==> src/rtl/wb_arb_pkg.sv <==
// Shared types and helpers for the Wishbone round-robin arbiter and crossbar.
package wb_arb_pkg;

  localparam int WB_SEL_WIDTH = 4;

  typedef enum logic {
    IDLE,
    OWNED
  } arb_state_t;

  // Next index in the rotation, wrapping from nm-1 back to 0.
  function automatic int rr_next(input int idx, input int nm);
    return (idx >= nm - 1) ? 0 : idx + 1;
  endfunction

endpackage

==> src/rtl/rr_pick.sv <==
// Rotating priority encoder: the first requester after i_last (wrapping) wins.
module rr_pick
  import wb_arb_pkg::*;
#(
  parameter int NM = 2,
  parameter int LW = (NM > 1) ? $clog2(NM) : 1
) (
  input  logic [NM-1:0] i_req,
  input  logic [LW-1:0] i_last,
  output logic [NM-1:0] o_win,
  output logic          o_any
);

  always_comb begin
    int   idx;
    logic found;
    o_win = '0;
    found = 1'b0;
    idx   = int'(i_last);
    for (int k = 0; k < NM; k++) begin
      idx = rr_next(idx, NM);
      for (int j = 0; j < NM; j++) begin
        if (!found && (j == idx) && i_req[j]) begin
          o_win[j] = 1'b1;
          found    = 1'b1;
        end
      end
    end
    o_any = found;
  end

endmodule

==> src/rtl/wbc_rr_arbiter.sv <==
// Round-robin arbiter sharing one classic-Wishbone slave among NM masters,
// with grant held for a whole cyc tenure and a watchdog forcing err on stalls.
module wbc_rr_arbiter
  import wb_arb_pkg::*;
#(
  parameter int NM      = 2,
  parameter int AW      = 28,
  parameter int DW      = 32,
  parameter int SW      = DW / 8,
  parameter int TIMEOUT = 255
) (
  input  logic             clk,
  input  logic             rst,
  input  logic [NM-1:0]    i_mcyc,
  input  logic [NM-1:0]    i_mstb,
  input  logic [NM-1:0]    i_mwe,
  input  logic [NM*AW-1:0] i_maddr,
  input  logic [NM*DW-1:0] i_mdata,
  input  logic [NM*SW-1:0] i_msel,
  output logic [NM-1:0]    o_mack,
  output logic [NM-1:0]    o_merr,
  output logic [DW-1:0]    o_mdata,
  output logic             o_scyc,
  output logic             o_sstb,
  output logic             o_swe,
  output logic [AW-1:0]    o_saddr,
  output logic [DW-1:0]    o_sdata,
  output logic [SW-1:0]    o_ssel,
  input  logic             i_sack,
  input  logic             i_serr,
  input  logic [DW-1:0]    i_sdata,
  output logic [NM-1:0]    o_grant
);

  localparam int LW = (NM > 1) ? $clog2(NM) : 1;
  localparam int CW = (TIMEOUT > 0) ? $clog2(TIMEOUT + 1) : 1;

  arb_state_t    r_state, w_state_nxt;
  logic [NM-1:0] r_grant, w_grant_nxt;
  logic [LW-1:0] r_last, w_last_nxt;
  logic [CW-1:0] r_wdog, w_wdog_nxt;

  logic [NM-1:0] w_win;
  logic          w_any;
  logic [LW-1:0] w_gidx;
  logic          w_cyc, w_stb, w_we, w_timeout;
  logic [AW-1:0] w_addr;
  logic [DW-1:0] w_data;
  logic [SW-1:0] w_sel;

  rr_pick #(
    .NM(NM),
    .LW(LW)
  ) u_pick (
    .i_req (i_mcyc),
    .i_last(r_last),
    .o_win (w_win),
    .o_any (w_any)
  );

  // AND-OR mux on the registered one-hot grant; an all-zero grant yields all-zero outputs.
  always_comb begin
    w_cyc  = |(i_mcyc & r_grant);
    w_stb  = |(i_mstb & r_grant);
    w_we   = |(i_mwe & r_grant);
    w_addr = '0;
    w_data = '0;
    w_sel  = '0;
    w_gidx = '0;
    for (int j = 0; j < NM; j++) begin
      w_addr = w_addr | (i_maddr[j*AW +: AW] & {AW{r_grant[j]}});
      w_data = w_data | (i_mdata[j*DW +: DW] & {DW{r_grant[j]}});
      w_sel  = w_sel | (i_msel[j*SW +: SW] & {SW{r_grant[j]}});
      if (r_grant[j]) w_gidx = LW'(j);
    end
  end

  assign w_timeout = (TIMEOUT != 0) && (r_state == OWNED) && w_stb && !i_sack && !i_serr
                     && (r_wdog == CW'(TIMEOUT));

  always_comb begin
    w_state_nxt = r_state;
    w_grant_nxt = r_grant;
    w_last_nxt  = r_last;
    w_wdog_nxt  = '0;
    case (r_state)
      IDLE: begin
        if (w_any) begin
          w_state_nxt = OWNED;
          w_grant_nxt = w_win;
        end
      end
      OWNED: begin
        if (!w_cyc) begin
          w_state_nxt = IDLE;
          w_grant_nxt = '0;
          w_last_nxt  = w_gidx;
        end else if (w_stb && !i_sack && !i_serr && !w_timeout) begin
          w_wdog_nxt = r_wdog + 1'b1;
        end
      end
      default: w_state_nxt = IDLE;
    endcase
  end

  // last starts at NM-1 so master 0 is first in line after reset.
  always_ff @(posedge clk or posedge rst) begin
    if (rst) begin
      r_state <= IDLE;
      r_grant <= '0;
      r_last  <= LW'(NM - 1);
      r_wdog  <= '0;
    end else begin
      r_state <= w_state_nxt;
      r_grant <= w_grant_nxt;
      r_last  <= w_last_nxt;
      r_wdog  <= w_wdog_nxt;
    end
  end

  assign o_grant = r_grant;
  assign o_scyc  = w_cyc & ~w_timeout;
  assign o_sstb  = w_stb & ~w_timeout;
  assign o_swe   = w_we;
  assign o_saddr = w_addr;
  assign o_sdata = w_data;
  assign o_ssel  = w_sel;
  assign o_mack  = r_grant & {NM{i_sack}};
  assign o_merr  = r_grant & {NM{i_serr | w_timeout}};
  assign o_mdata = i_sdata;

endmodule

==> config.mk <==
export PLATFORM = sky130hd
export DESIGN_NAME = wbc_rr_arbiter
export DESIGN_NICKNAME = d
export VERILOG_FILES = /design/src/rtl/wb_arb_pkg.sv /design/src/rtl/rr_pick.sv /design/src/rtl/wbc_rr_arbiter.sv
export SDC_FILE = /design/constraint.sdc
export NUM_CORES = 1
export LEC_CHECK = 0
export BUFFER_PORTS_ARGS = -buffer_cell sky130_fd_sc_hd__buf_2
export CORE_AREA = 2 2 107 109
export CTS_CLUSTER_DIAMETER = 30
export DETAILED_ROUTE_END_ITERATION = 10
export DIE_AREA = 0 0 109 111
export PLACE_DENSITY = 0.45
export SLEW_MARGIN = 20
export SYNTH_ARGS = -nofsm -noshare
export SYNTH_HDL_FRONTEND = slang
export SYNTH_HIERARCHICAL = 1
export SYNTH_SLANG_ARGS = --single-unit
==> constraint.sdc <==
create_clock -name clk -period 2.6 [get_ports clk]
set_clock_uncertainty 0.1 [all_clocks]
set_input_delay 0.52 -clock clk [delete_from_list [all_inputs] [get_ports clk]]
set_output_delay 0.52 -clock clk [all_outputs]
set_load 0.03 [all_outputs]
=== Word level (Yosys, flattened, before mapping) ===
Index checks and enable logic that the tools add are counted.

* Add/sub/neg operators: 3
* Multiply operators: 0
* Div/mod/pow operators: 0
* Magnitude comparators: 2
* Equality and inequality tests: 5
* Shifts and indexed selects: 0
* Mux-type cells: 19
* Bitwise logic cells: 20
* Reductions and logical operators: 27

{| class="wikitable"
|+ Operators by type and width
! cell !! count
|-
| 32-bit AND || 2
|-
| 2-bit by 32-bit equality test with 1-bit output, first input constant || 2
|-
| 32-bit zero test || 2
|-
| 32-bit two-way mux || 2
|-
| 28-bit AND || 2
|-
| 32-bit by 2-bit adder with 32-bit output, second input constant || 1
|-
| 32-bit by 2-bit >= comparator with 1-bit output, second input constant || 1
|-
| 32-bit OR || 1
|-
| 28-bit OR || 1
|-
| 8-bit two-way mux || 3
|-
| 1-bit logical AND || 14
|-
| 2-bit AND || 5
|-
| 1-bit two-way mux || 10
|-
| 8-bit by 1-bit adder with 8-bit output, second input constant || 1
|-
| 4-bit AND || 2
|-
| 8-bit equality test, second input constant || 1
|-
| 1-bit zero test || 6
|-
| 2-bit OR reduction || 3
|-
| 2-bit two-way mux || 2
|-
| 4-bit OR || 1
|-
| 2-bit case mux with 2 select lines || 1
|-
| 2-bit AND reduction || 2
|-
| 1-bit NOT || 3
|-
| 1-bit by 1-bit adder with 2-bit output, second input constant || 1
|-
| 6 further kinds || 7
|}

* Register bits: 12
* Latch bits: 0
* Bits in writable memories: 0
* Bits in read-only memories: 0
* Input bits: 170
* Output and inout port bits: 105
* Logic and storage cells: 80
* Memories: 0

=== Depth between registers and ports, before layout ===
Gate-level depths: netlist (run 1).

* Depth in word-level cells: 19
* Mapped depth: 5
* Depth with buffers taken out: 4

=== Modules after synthesis ===
The synthesis (run 1) kept the hierarchy.

{| class="wikitable"
|+ By module, submodules not included
! module !! instances !! cells an instance !! area an instance (sq um) !! seq. area each (sq um)
|-
| wbc_rr_arbiter || 1 || 175 || 1547.7 || 301.5
|-
| rr_pick || 1 || 4 || 25.0 || 0.0
|}

=== Least setup slack after synthesis (run 1) ===
Ideal clock, no wire load.

* Path kind: register -> output
* From: register r_grant[0] (netlist: o_grant[0])
* To: output port o_scyc
* Data arrival time: 1498 ps
* Data required time: 1980 ps
* Slack: 482 ps
* Stages on the path, launching flop included: 6
* Buffers on the path: 1
* Cells stage by stage: dfrtp_1 > buf_4 > a22o_4 > nand3_2 > nor3_2 > nor2_1

* Cells in the longest elaborated chain, start to end: 8
* Elaborated cells on any way between the ends: 10
* Classes of those cells: 4 x bitwise; 6 x reduce/logical

{| class="wikitable"
|+ RTL lines
! item !! RTL line !! source
|-
| start, declared || wbc_rr_arbiter.sv:39 || <nowiki>logic [NM-1:0] r_grant, w_grant_nxt;</nowiki>
|-
| start signal, assigned || wbc_rr_arbiter.sv:115 || <nowiki>r_grant <= w_grant_nxt;</nowiki>
|-
| 2-bit AND || wbc_rr_arbiter.sv:64 || <nowiki>w_stb = |(i_mstb & r_grant);</nowiki>
|-
| 2-bit OR reduction || wbc_rr_arbiter.sv:64 ||
|-
| 1-bit logical AND (3 in series) || wbc_rr_arbiter.sv:78 || <nowiki>assign w_timeout = (TIMEOUT != 0) && (r_state == OWNED) && w_stb && !i_sack && !i_serr</nowiki>
|-
| 1-bit logical AND || wbc_rr_arbiter.sv:79 || <nowiki>&& (r_wdog == CW'(TIMEOUT));</nowiki>
|-
| 1-bit NOT || wbc_rr_arbiter.sv:122 || <nowiki>assign o_scyc = w_cyc & ~w_timeout;</nowiki>
|-
| 1-bit AND * || wbc_rr_arbiter.sv:122 ||
|-
| end, declared || wbc_rr_arbiter.sv:23 || <nowiki>output logic o_scyc,</nowiki>
|}

Every way passes the cells marked *; elsewhere a longest branch is shown, timed or not.

=== Final worst setup path (run 1) ===
* From: register r_grant[1] (netlist: o_grant[1])
* To: output port o_merr[0]

* Cells in the longest elaborated chain, start to end: 8

{| class="wikitable"
|+ RTL lines
! item !! RTL line !! source
|-
| 2-bit AND || wbc_rr_arbiter.sv:64 ||
|-
| 2-bit OR reduction || wbc_rr_arbiter.sv:64 ||
|-
| 1-bit logical AND (3 in series) || wbc_rr_arbiter.sv:78 ||
|-
| 1-bit logical AND || wbc_rr_arbiter.sv:79 ||
|-
| 1-bit OR || wbc_rr_arbiter.sv:129 || <nowiki>assign o_merr = r_grant & {NM{i_serr | w_timeout}};</nowiki>
|-
| 2-bit AND || wbc_rr_arbiter.sv:129 ||
|-
| end, declared || wbc_rr_arbiter.sv:21 || <nowiki>output logic [NM-1:0] o_merr,</nowiki>
|}

No other way between the ends.

==> results.yml, run 1 <==
outcome:
  status: "finished clean"
sta:
  fmax_mhz: 451.2
  worst_slew_pin_slew_ns: 0.4626
  period_needed_ns: 2.216
  finalHoldViolations: 0
  setup_ws_ns: 0.3838
  setup-tns-final_ns: 0
  setup_viol_count_final: 0
  hold-worst-slack_ns: 0.1845
  slew_violations: 0
  fin_crit_sh: 0.8524
  grt_setup_unrepaired: "no"
  relSlewSlack: 0.6912
worst_setup_path:
  path_cells: "a22o_4 > nand3_2 > nor3_2 > o21a_1 > buf_2"
  max_stage_delay_ns: 0.52
  r2r_start: "o_grant[1]"
  crit_family: "flip-flops"
  critPathKind: "flip-flop to output port"
  start_kind: "flip-flop"
  crit_buf_inv: 1
  critPathArrivalTime_ns: 1.60
  cp.required_ns: 1.98
  rr_endpoint: "r_wdog[2]"
  crit_start: "o_grant[1]"
  rr_worst_depth: 5
  reg2reg_slack_ns: 0.93
  cp_max_fo: 13
  endpoint_kind: "output port"
  slowest_stage: "dfrtp_2"
clock_tree:
  postCtsHoldBufs: 0
  htreeDepth: 1
  post_cts_resized: 0
  cts_setup_buffers: 0
  clkLatencyLatePin_ns: 0.24
  clkSinkCount: 12
  cts.clk_slew.worst_paths_ns: 0.04
  root_buffer: "clkbuf_16"
  clockBufferDepth: 2
  cts_buffers: 3
  cts_tree: "yes"
synthesis:
  yosysTopAreaCell: "a22o_1"
  ys_warn_count: 6
  async_flop_share: 1.000
  synth.area.top_cells: "a22o_1 (37%), buf_4 (18%), dfrtp_1 (18%)"
  synthesis.area_mm2: 0.001573
  seq_area_frac_synth: 0.1917
  yosys-top-cells-count: "a22o_1 (66), buf_4 (37), clkbuf_1 (11), dfrtp_1 (11), nor2_1 (10)"
  synth.net_count: 350
  synth_ff_type: "dfrtp_1"
  synth_edf_count: 0
  ys_seq_elements: 12
  synth_top_area_frac: 0.3675
  synth.avg_cell_area_um2: 8.786
  synth.most_common_cell: "a22o_1"
  syn_inst: 179
  synth_cell_types: 30
die:
  ios: 275
  die_area_mm2: 0.01210
  die_h_um: 111
  start_util: 0.1420
  die_width_um: 109
  rows: 39
  core_mm2: 0.01108
routing:
  drcViolationCount: 0
  dr.first_iter.drc_count: 132
  viasPerCell: 4.215
  post_drt_wl_per_cell_um: 14.86
  vias: 2057
  drtAntennaViolNets: 0
  routed_wl_um: 7250
  drtPass1Iterations: 4
grt:
  grt_antenna_before_repair: 0
  grt_use_total: 0.1006
  grt_pass1_vias: 1779
  overflow: 0
  grt_max_degree: 73
  grt_pass1_wl_um: 9639
final_layout:
  antennaDiodeCount: 0
  syn_to_final_growth_pct: 65.00
  layout.nets: 517
  post-route-util: 0.2343
  final_layout_size_suffix_gt1_frac: 0.6522
placement:
  dp_slack_ns: 0.5140
  port_buffers: 210
  dp_hpwl_um: 5999
  place.gp.congestion: 0.7458
pwr:
  ir_drop_uv: 394.0
  finalPower_w: 0.002401
  p_leak_nw: 1.505
  powerDensity_mw_per_mm2: 925.2
flow_run:
  maxCapViolations: 0
worst_hold_path:
  hold_class: "input port to async pin"
-- final cells by class --
class,instances,area (um^2)
Fill cell,1234,8482
Sequential cell,12,304.0
Inverter,3,11.26
Tap cell,143,178.9
Clock buffer,4,78.83
Multi-Input combinational cell,114,930.9
Timing Repair Buffer,212,1091
-- metrics by stage --
stage,cells,area [um^2]
2_1_floorplan,179,1573
3_3_place_gp,484,2516
3_5_place_dp,484,2516
4_1_cts,488,2595
5_1_grt,488,2595
6_report,488,2595
-- worst max path at each step --
| stage | endpoint | cells after the start |
|---|---|---|
| detailed placement | o_merr[1] | 6 |
| finish | o_merr[0] | 5 |
| global placement | o_merr[1] | 6 |
| global route | o_merr[0] | 5 |
| floorplan | o_scyc | 5 |
| CTS | o_merr[1] | 5 |
-- where the power goes --
| part | switching, W | internal [W] |
|---|---|---|
| Sequential | 0.0000523 | 0.000217 |
| Clock | 0.0000780 | 0.000206 |
| Combinational | 0.00123 | 0.000619 |
| Total | 0.00136 | 0.00104 |
-- per-layer routing --
| metal | track usage | part of all wire |
|---|---|---|
| met3 | 0.01176 | 0.084 |
| met4 | 0.03077 | 0.023 |
| met5 | 0 | 0 |
| met2 | 0.1723 | 0.48 |
| met1 | 0.1301 | 0.42 |
-- sequential cells by signal, summed over array words and instances, names as in the netlist --
name and count:
o_grant 2, r_last 1, r_wdog 8, r_state 1
-- cell families after synthesis --
family	synth area share
AOI/OAI and AO/OA	0.4415
xor gates and xnor gates	0.03341
adders and majority gates	0.007954
buffers and inverters	0.2164
DFF	0.1917
muxes	0.01989
and+or+nand+nor	0.08910
-- cell usage in the layout (no fill, tap or decap), drive strengths merged --
| cell | instances |
|---|---|
| and3 | 1 |
| or2 | 1 |
| and4 | 1 |
| and2 | 2 |
| o22ai | 2 |
| o21bai | 1 |
| mux2 | 1 |
| mux2i | 2 |
| nor2 | 10 |
| xor2 | 5 |
| a22oi | 1 |
| o31a | 1 |
| ha | 1 |
| dfstp | 1 |
| nand2 | 5 |
| nand4 | 2 |
| a22o | 67 |
| nand3 | 4 |
| xnor2 | 1 |
| buf | 212 |
| inv | 3 |
| nor3 | 1 |
| clkbuf | 4 |
| o21a | 3 |
| a21boi | 2 |
| dfrtp | 11 |
-- worst register-to-register path: stages (launching register included) --
cell      delay [ns]
dfrtp_2         0.52
buf_12          0.30
a22o_1          0.20
nand4_1         0.12
o21bai_4        0.24
nor2_1          0.11
Note: power is estimated with default switching activity, not from simulation.
==> run 2, diff against run 1 <==
--- a/config.mk
+++ b/config.mk
@@ -5,11 +5,12 @@
 export SDC_FILE = /design/constraint.sdc
 export NUM_CORES = 1
 export LEC_CHECK = 0
+export ABC_AREA = 1
 export BUFFER_PORTS_ARGS = -buffer_cell sky130_fd_sc_hd__buf_2
-export CORE_AREA = 2 2 107 109
+export CORE_AREA = 2 2 108 110
 export CTS_CLUSTER_DIAMETER = 30
 export DETAILED_ROUTE_END_ITERATION = 10
-export DIE_AREA = 0 0 109 111
+export DIE_AREA = 0 0 110 112
 export PLACE_DENSITY = 0.45
 export SLEW_MARGIN = 20
 export SYNTH_ARGS = -nofsm -noshare
==> run 2 against run 1 <==
  * Fmax decreased by 3.1%
  * Global-route usage is 0.85 points higher
  * Utilization is essentially flat
  * Synthesized area increased by 1.9%
  * Flip-flop and latch count unchanged
  * Worst hold slack improved by 0.0078 ns
  * Final cell count grew 7.6%
  * Total power increased by 27%
  * Critical path depth rose by 2
  * Sequential power grew 6%
  * Non-clock buffer count up 2
  * Critical path type unchanged
  * Synthesized cell count is 18% higher
  * Highest routed layer is now met5
==> results.yml, run 2 <==
outcome:
  status: "finished clean"
final_layout:
  layout.nets: 553
  final_layout_size_suffix_gt1_frac: 0.5906
  final_common_cell: "buf_2"
  syn_to_final_growth_pct: 63.39
  largest-register: "r_wdog"
  largest_reg_flops: 8
  layout_common_cells: "buf_2 (210), a22o_1 (65), nand2_1 (27), nor2_1 (17), inv_1 (17)"
  fin_area_mm2: 0.002619
clock_tree:
  postCtsHoldBufs: 0
  cts_tree: "yes"
  cts.clk_slew.worst_paths_ns: 0.04
  post_cts_resized: 0
  clockBufferDepth: 2
  root_buffer: "clkbuf_16"
  cts_buffers: 3
  clkLatencyLatePin_ns: 0.24
  htreeDepth: 1
  clkSinkCount: 12
  cts_setup_buffers: 0
routing:
  drtAntennaViolNets: 0
  dr.first_iter.drc_count: 86
  drcViolationCount: 0
  drtPass1Iterations: 5
  post_drt_wl_per_cell_um: 14.87
  routed_wl_um: 7806
  vias: 2209
  viasPerCell: 4.208
die:
  die_width_um: 110
  ios: 275
  rows: 39
  die_area_mm2: 0.01232
  die_h_um: 112
  core_mm2: 0.01117
  start_util: 0.1434
worst_setup_path:
  slowest_stage: "dfrtp_2"
  critPathArrivalTime_ns: 1.67
  cp_num_cells: 7
  cp.required_ns: 1.98
  reg2reg_slack_ns: 1.17
  critPathCapture: "o_merr[1]"
  crit_buf_inv: 2
  crit_top_cell: "nand2_1"
  rr_worst_depth: 6
  path_cells: "nand2_1 > nand2_2 > nand3_1 > o21ai_1 > nand2_1 > inv_1 > buf_2"
  critPathKind: "flip-flop to output port"
  endpoint_kind: "output port"
  start_kind: "flip-flop"
  r2r_start: "o_grant[0]"
  crit_start: "o_grant[0]"
  rr_endpoint: "r_wdog[7]"
  cp_max_fo: 16
  max_stage_delay_ns: 0.56
  crit_family: "flip-flops"
synthesis:
  synth_ff_type: "dfrtp_1"
  synth.net_count: 383
  synth.most_common_cell: "a22o_1"
  yosys.area_share.adder: 0.007806
  synth_mux_area_frac: 0
  synth_simple_gate_area_share: 0.1577
  yosys.area_share.xor_xnor: 0.02186
  synth_cell_types: 21
  synth.area.top_cells: "a22o_1 (36%), dfrtp_1 (17%), buf_4 (17%)"
  synth_edf_count: 0
  synth_top_family_by_area: "compound AO/OA/AOI/OAI gates"
  ys_warn_count: 6
  async_flop_share: 1.000
  seq_area_frac_synth: 0.1881
  synthesis.area_mm2: 0.001603
  syn_inst: 212
  synth-compound-area-share: 0.3724
  synth.avg_cell_area_um2: 7.560
  ys_seq_elements: 12
  synth_top_area_frac: 0.3552
  yosysTopAreaCell: "a22o_1"
  yosys-top-cells-count: "a22o_1 (65), buf_4 (36), nand2_1 (27), inv_1 (17), nor2_1 (17)"
grt:
  grt_pass1_wl_um: 10370
  grt_antenna_before_repair: 2
  grt_max_degree: 57
  overflow: 0
  grt_use_total: 0.1091
  grt_pass1_vias: 1985
pwr:
  ir_drop_uv: 450.2
  comb_power_share: 0.814
  sequentialPowerShare: 0.093
  p_leak_nw: 1.552
  clkPwrFrac: 0.093
  powerDensity_mw_per_mm2: 1163
  internal_power_w: 0.001211
  swShare: 0.6024
  power_switching_w: 0.001834
sta:
  grt_setup_unrepaired: "no"
  slew_violations: 0
  fin_crit_sh: 0.8798
  worst_slew_pin_slew_ns: 0.4783
  relSlewSlack: 0.6808
  fmax_mhz: 437.2
  setup_viol_count_final: 0
  setup-tns-final_ns: 0
  finalHoldViolations: 0
  period_needed_ns: 2.288
worst_hold_path:
  hold_class: "input port to async pin"
placement:
  dp_hpwl_um: 6592
  place.gp.congestion: 0.7594
  place_area_mm2: 0.002537
  port_buffers: 210
flow_run:
  maxCapViolations: 0
-- run 2: cell type report --
type	count	area, um^2
antenna	1	2.502
clock buffer	4	78.83
fill	1255	8556
inverter	17	63.81
multi-input combinational	134	897.1
sequential	12	304.0
tap	143	178.9
timing repair buffer	214	1094
-- run 2: worst min-delay path by stage --
stage / start / cells after the start / end
after floorplan: rst / 1 / o_grant[0]
after CTS: rst / 2 / r_wdog[3]
after global placement: r_wdog[0] / 1 / r_wdog[0]
after detailed placement: r_wdog[0] / 1 / r_wdog[0]
after global routing: rst / 2 / r_wdog[4]
final: rst / 2 / r_wdog[2]
-- run 2: power by group through the flow --
stage          registers, W  logic [W]  clock network, W
6_report           0.000285    0.00248          0.000282
2_1_floorplan      0.000255    0.00190                 0
3_3_place_gp       0.000288    0.00248                 0
5_1_grt            0.000296    0.00261          0.000298
4_1_cts            0.000287    0.00251          0.000291
3_5_place_dp       0.000290    0.00249                 0
-- run 2: cells by family (layout without fill, tap and decap cells) --
kind of cell | after synthesis | count (layout)
other | 0 | 1
AO/OA/AOI/OAI | 70 | 70
AND/OR/NAND/NOR | 59 | 59
XOR/XNOR | 4 | 4
buffers and inverters | 66 | 235
flip-flops | 12 | 12
adder cells (fa/ha/maj) | 1 | 1
-- run 2: metal layers --
layer	wire [um]	global-route usage	vias to the layer above
met5	12	0	-
met4	31	0.01266	2
met3	817	0.03454	6
met2	3725	0.1894	123
met1	3218	0.1345	1020
li1	-	-	1058
-- run 2: per-stage QoR --
step                hold slack, ns  setup slack (ns)  total power, W  utilization  std cells
finish                      0.1922            0.3125        0.003045       0.2344        525
CTS                         0.2076            0.2972        0.003083       0.2341        524
global route                0.2517            0.1266        0.003204       0.2341        524
detailed placement          0.3541            0.5555        0.002779       0.2271        520
global placement            0.3449            0.5589        0.002771       0.2271        520
floorplan                   0.2840            0.6548        0.002157            -        212
==> run 3, diff against run 2 <==
--- a/config.mk
+++ b/config.mk
@@ -8,6 +8,7 @@
 export ABC_AREA = 1
 export BUFFER_PORTS_ARGS = -buffer_cell sky130_fd_sc_hd__buf_2
 export CORE_AREA = 2 2 108 110
+export CTS_BUF_LIST = sky130_fd_sc_hd__clkbuf_16
 export CTS_CLUSTER_DIAMETER = 30
 export DETAILED_ROUTE_END_ITERATION = 10
 export DIE_AREA = 0 0 110 112
==> run 3 against run 2 <==
  * Via count down 0.50%
  * Non-clock buffer count unchanged
  * Register-to-register slack hardly changed
  * Critical path depth did not move
  * Count of clock-buffer cells in the layout is 1 lower
  * Worst setup slack about the same
  * Clock power shrank 1%
  * Die area unchanged
  * Highest routed layer unchanged
  * Final cell count did not move
  * Combinational power about the same
  * First-iteration DRC count up 1.2%
  * Critical path type unchanged
==> results.yml, run 3 (same netlist as run 2, synthesis figures left out) <==
outcome:
  status: "finished clean"
placement:
  dp_hpwl_um: 6592
  port_buffers: 210
  placed_cells: 520
  place.gp.congestion: 0.7594
  dp_slack_ns: 0.5555
grt:
  grt_antenna_before_repair: 2
  grt_pass1_vias: 1985
  overflow: 0
  grt_use_total: 0.1091
  grt_pass1_wl_um: 10370
  grt_max_degree: 57
sta:
  relSlewSlack: 0.6808
  grt_setup_unrepaired: "no"
  finalHoldViolations: 0
  period_needed_ns: 2.288
  setup_viol_count_final: 0
  slew_violations: 0
  fin_crit_sh: 0.8798
  setup_ws_ns: 0.3124
  fmax_mhz: 437.1
  setup-tns-final_ns: 0
  worst_slew_pin_slew_ns: 0.4783
routing:
  drtPass1Iterations: 5
  drtAntennaViolNets: 0
  dr.first_iter.drc_count: 87
  drcViolationCount: 0
  vias: 2198
  viasPerCell: 4.187
  post_drt_wl_per_cell_um: 14.85
  routed_wl_um: 7796
clock_tree:
  cts.clk_slew.worst_paths_ns: 0.04
  clkLatencyLatePin_ns: 0.24
  cts_setup_buffers: 0
  clkSinkCount: 12
  clockBufferDepth: 2
  postCtsHoldBufs: 0
  cts_tree: "yes"
  post_cts_resized: 0
  cts_buffers: 3
  root_buffer: "clkbuf_16"
  htreeDepth: 1
die:
  ios: 275
  die_area_mm2: 0.01232
  rows: 39
  start_util: 0.1434
  die_h_um: 112
  die_width_um: 110
  core_mm2: 0.01117
worst_setup_path:
  max_stage_delay_ns: 0.56
  slowest_stage: "dfrtp_2"
  critPathArrivalTime_ns: 1.67
  crit_start: "o_grant[0]"
  crit_top_cell: "nand2_1"
  critPathKind: "flip-flop to output port"
  cp_num_cells: 7
  crit_buf_inv: 2
  cp_max_fo: 16
  crit_family: "flip-flops"
  path_cells: "nand2_1 > nand2_2 > nand3_1 > o21ai_1 > nand2_1 > inv_1 > buf_2"
  endpoint_kind: "output port"
  cp.required_ns: 1.98
  r2r_start: "o_grant[0]"
  start_kind: "flip-flop"
  rr_worst_depth: 6
worst_hold_path:
  hold_class: "input port to async pin"
final_layout:
  largest-register: "r_wdog"
  fin_cells: 525
  layout_common_cells: "buf_2 (210), a22o_1 (65), nand2_1 (27), inv_1 (18), nor2_1 (17)"
  post-route-util: 0.2344
  syn_to_final_growth_pct: 63.39
  layout.nets: 553
  final_layout_size_suffix_gt1_frac: 0.5906
  final_common_cell: "buf_2"
  largest_reg_flops: 8
pwr:
  p_leak_nw: 1.556
  powerDensity_mw_per_mm2: 1161
  ir_drop_uv: 450.2
flow_run:
  maxCapViolations: 0
## run 3: cell count changes in the layout (fill, tap and decap cells not counted)
cell      previous run  this run
clkbuf_1             1         0
inv_1               17        18
## run 3: layer usage
metal	vias to the layer above	share of wire	GRT usage
met3	6	0.10	0.03454
met1	1015	0.41	0.1345
met4	2	0.0040	0.01266
met2	117	0.48	0.1894
met5	-	0.0015	0
li1	1058	-	-
## run 3: metrics by stage
step	power [W]	cell area (um^2)	hold slack, ns
6_report	0.003042	2619	0.1918
5_1_grt	0.003200	2616	0.2514
4_1_cts	0.003079	2616	0.2074
3_5_place_dp	0.002779	2537	0.3541
3_3_place_gp	0.002771	2537	0.3449
2_1_floorplan	0.002157	1603	0.2840
## run 3: where the power goes
part,internal (W),leakage (nW),switching [W]
clock,0.000202,0.0423,0.0000763
sequential,0.000223,0.157,0.0000619
combinational,0.000782,1.36,0.00170
## run 3: path summary, 6_finish.rpt
kind / to / slack, ns
setup reg to reg: r_wdog[7] / 1.17
hold reg to reg: r_wdog[0] / 0.37
max in group asynchronous: o_grant[1] / 1.86
min in group clk: r_wdog[0] / 0.37
setup / recovery: o_merr[1] / 0.31
hold / removal: r_wdog[2] / 0.19
## run 3: area by class of cell
type	count	area, um^2
antenna	1	2.502
clock buffer	3	75.07
clock inverter	1	3.754
fill	1255	8556
inverter	17	63.81
multi-input combinational	134	897.1
sequential	12	304.0
tap	143	178.9
timing repair buffer	214	1094
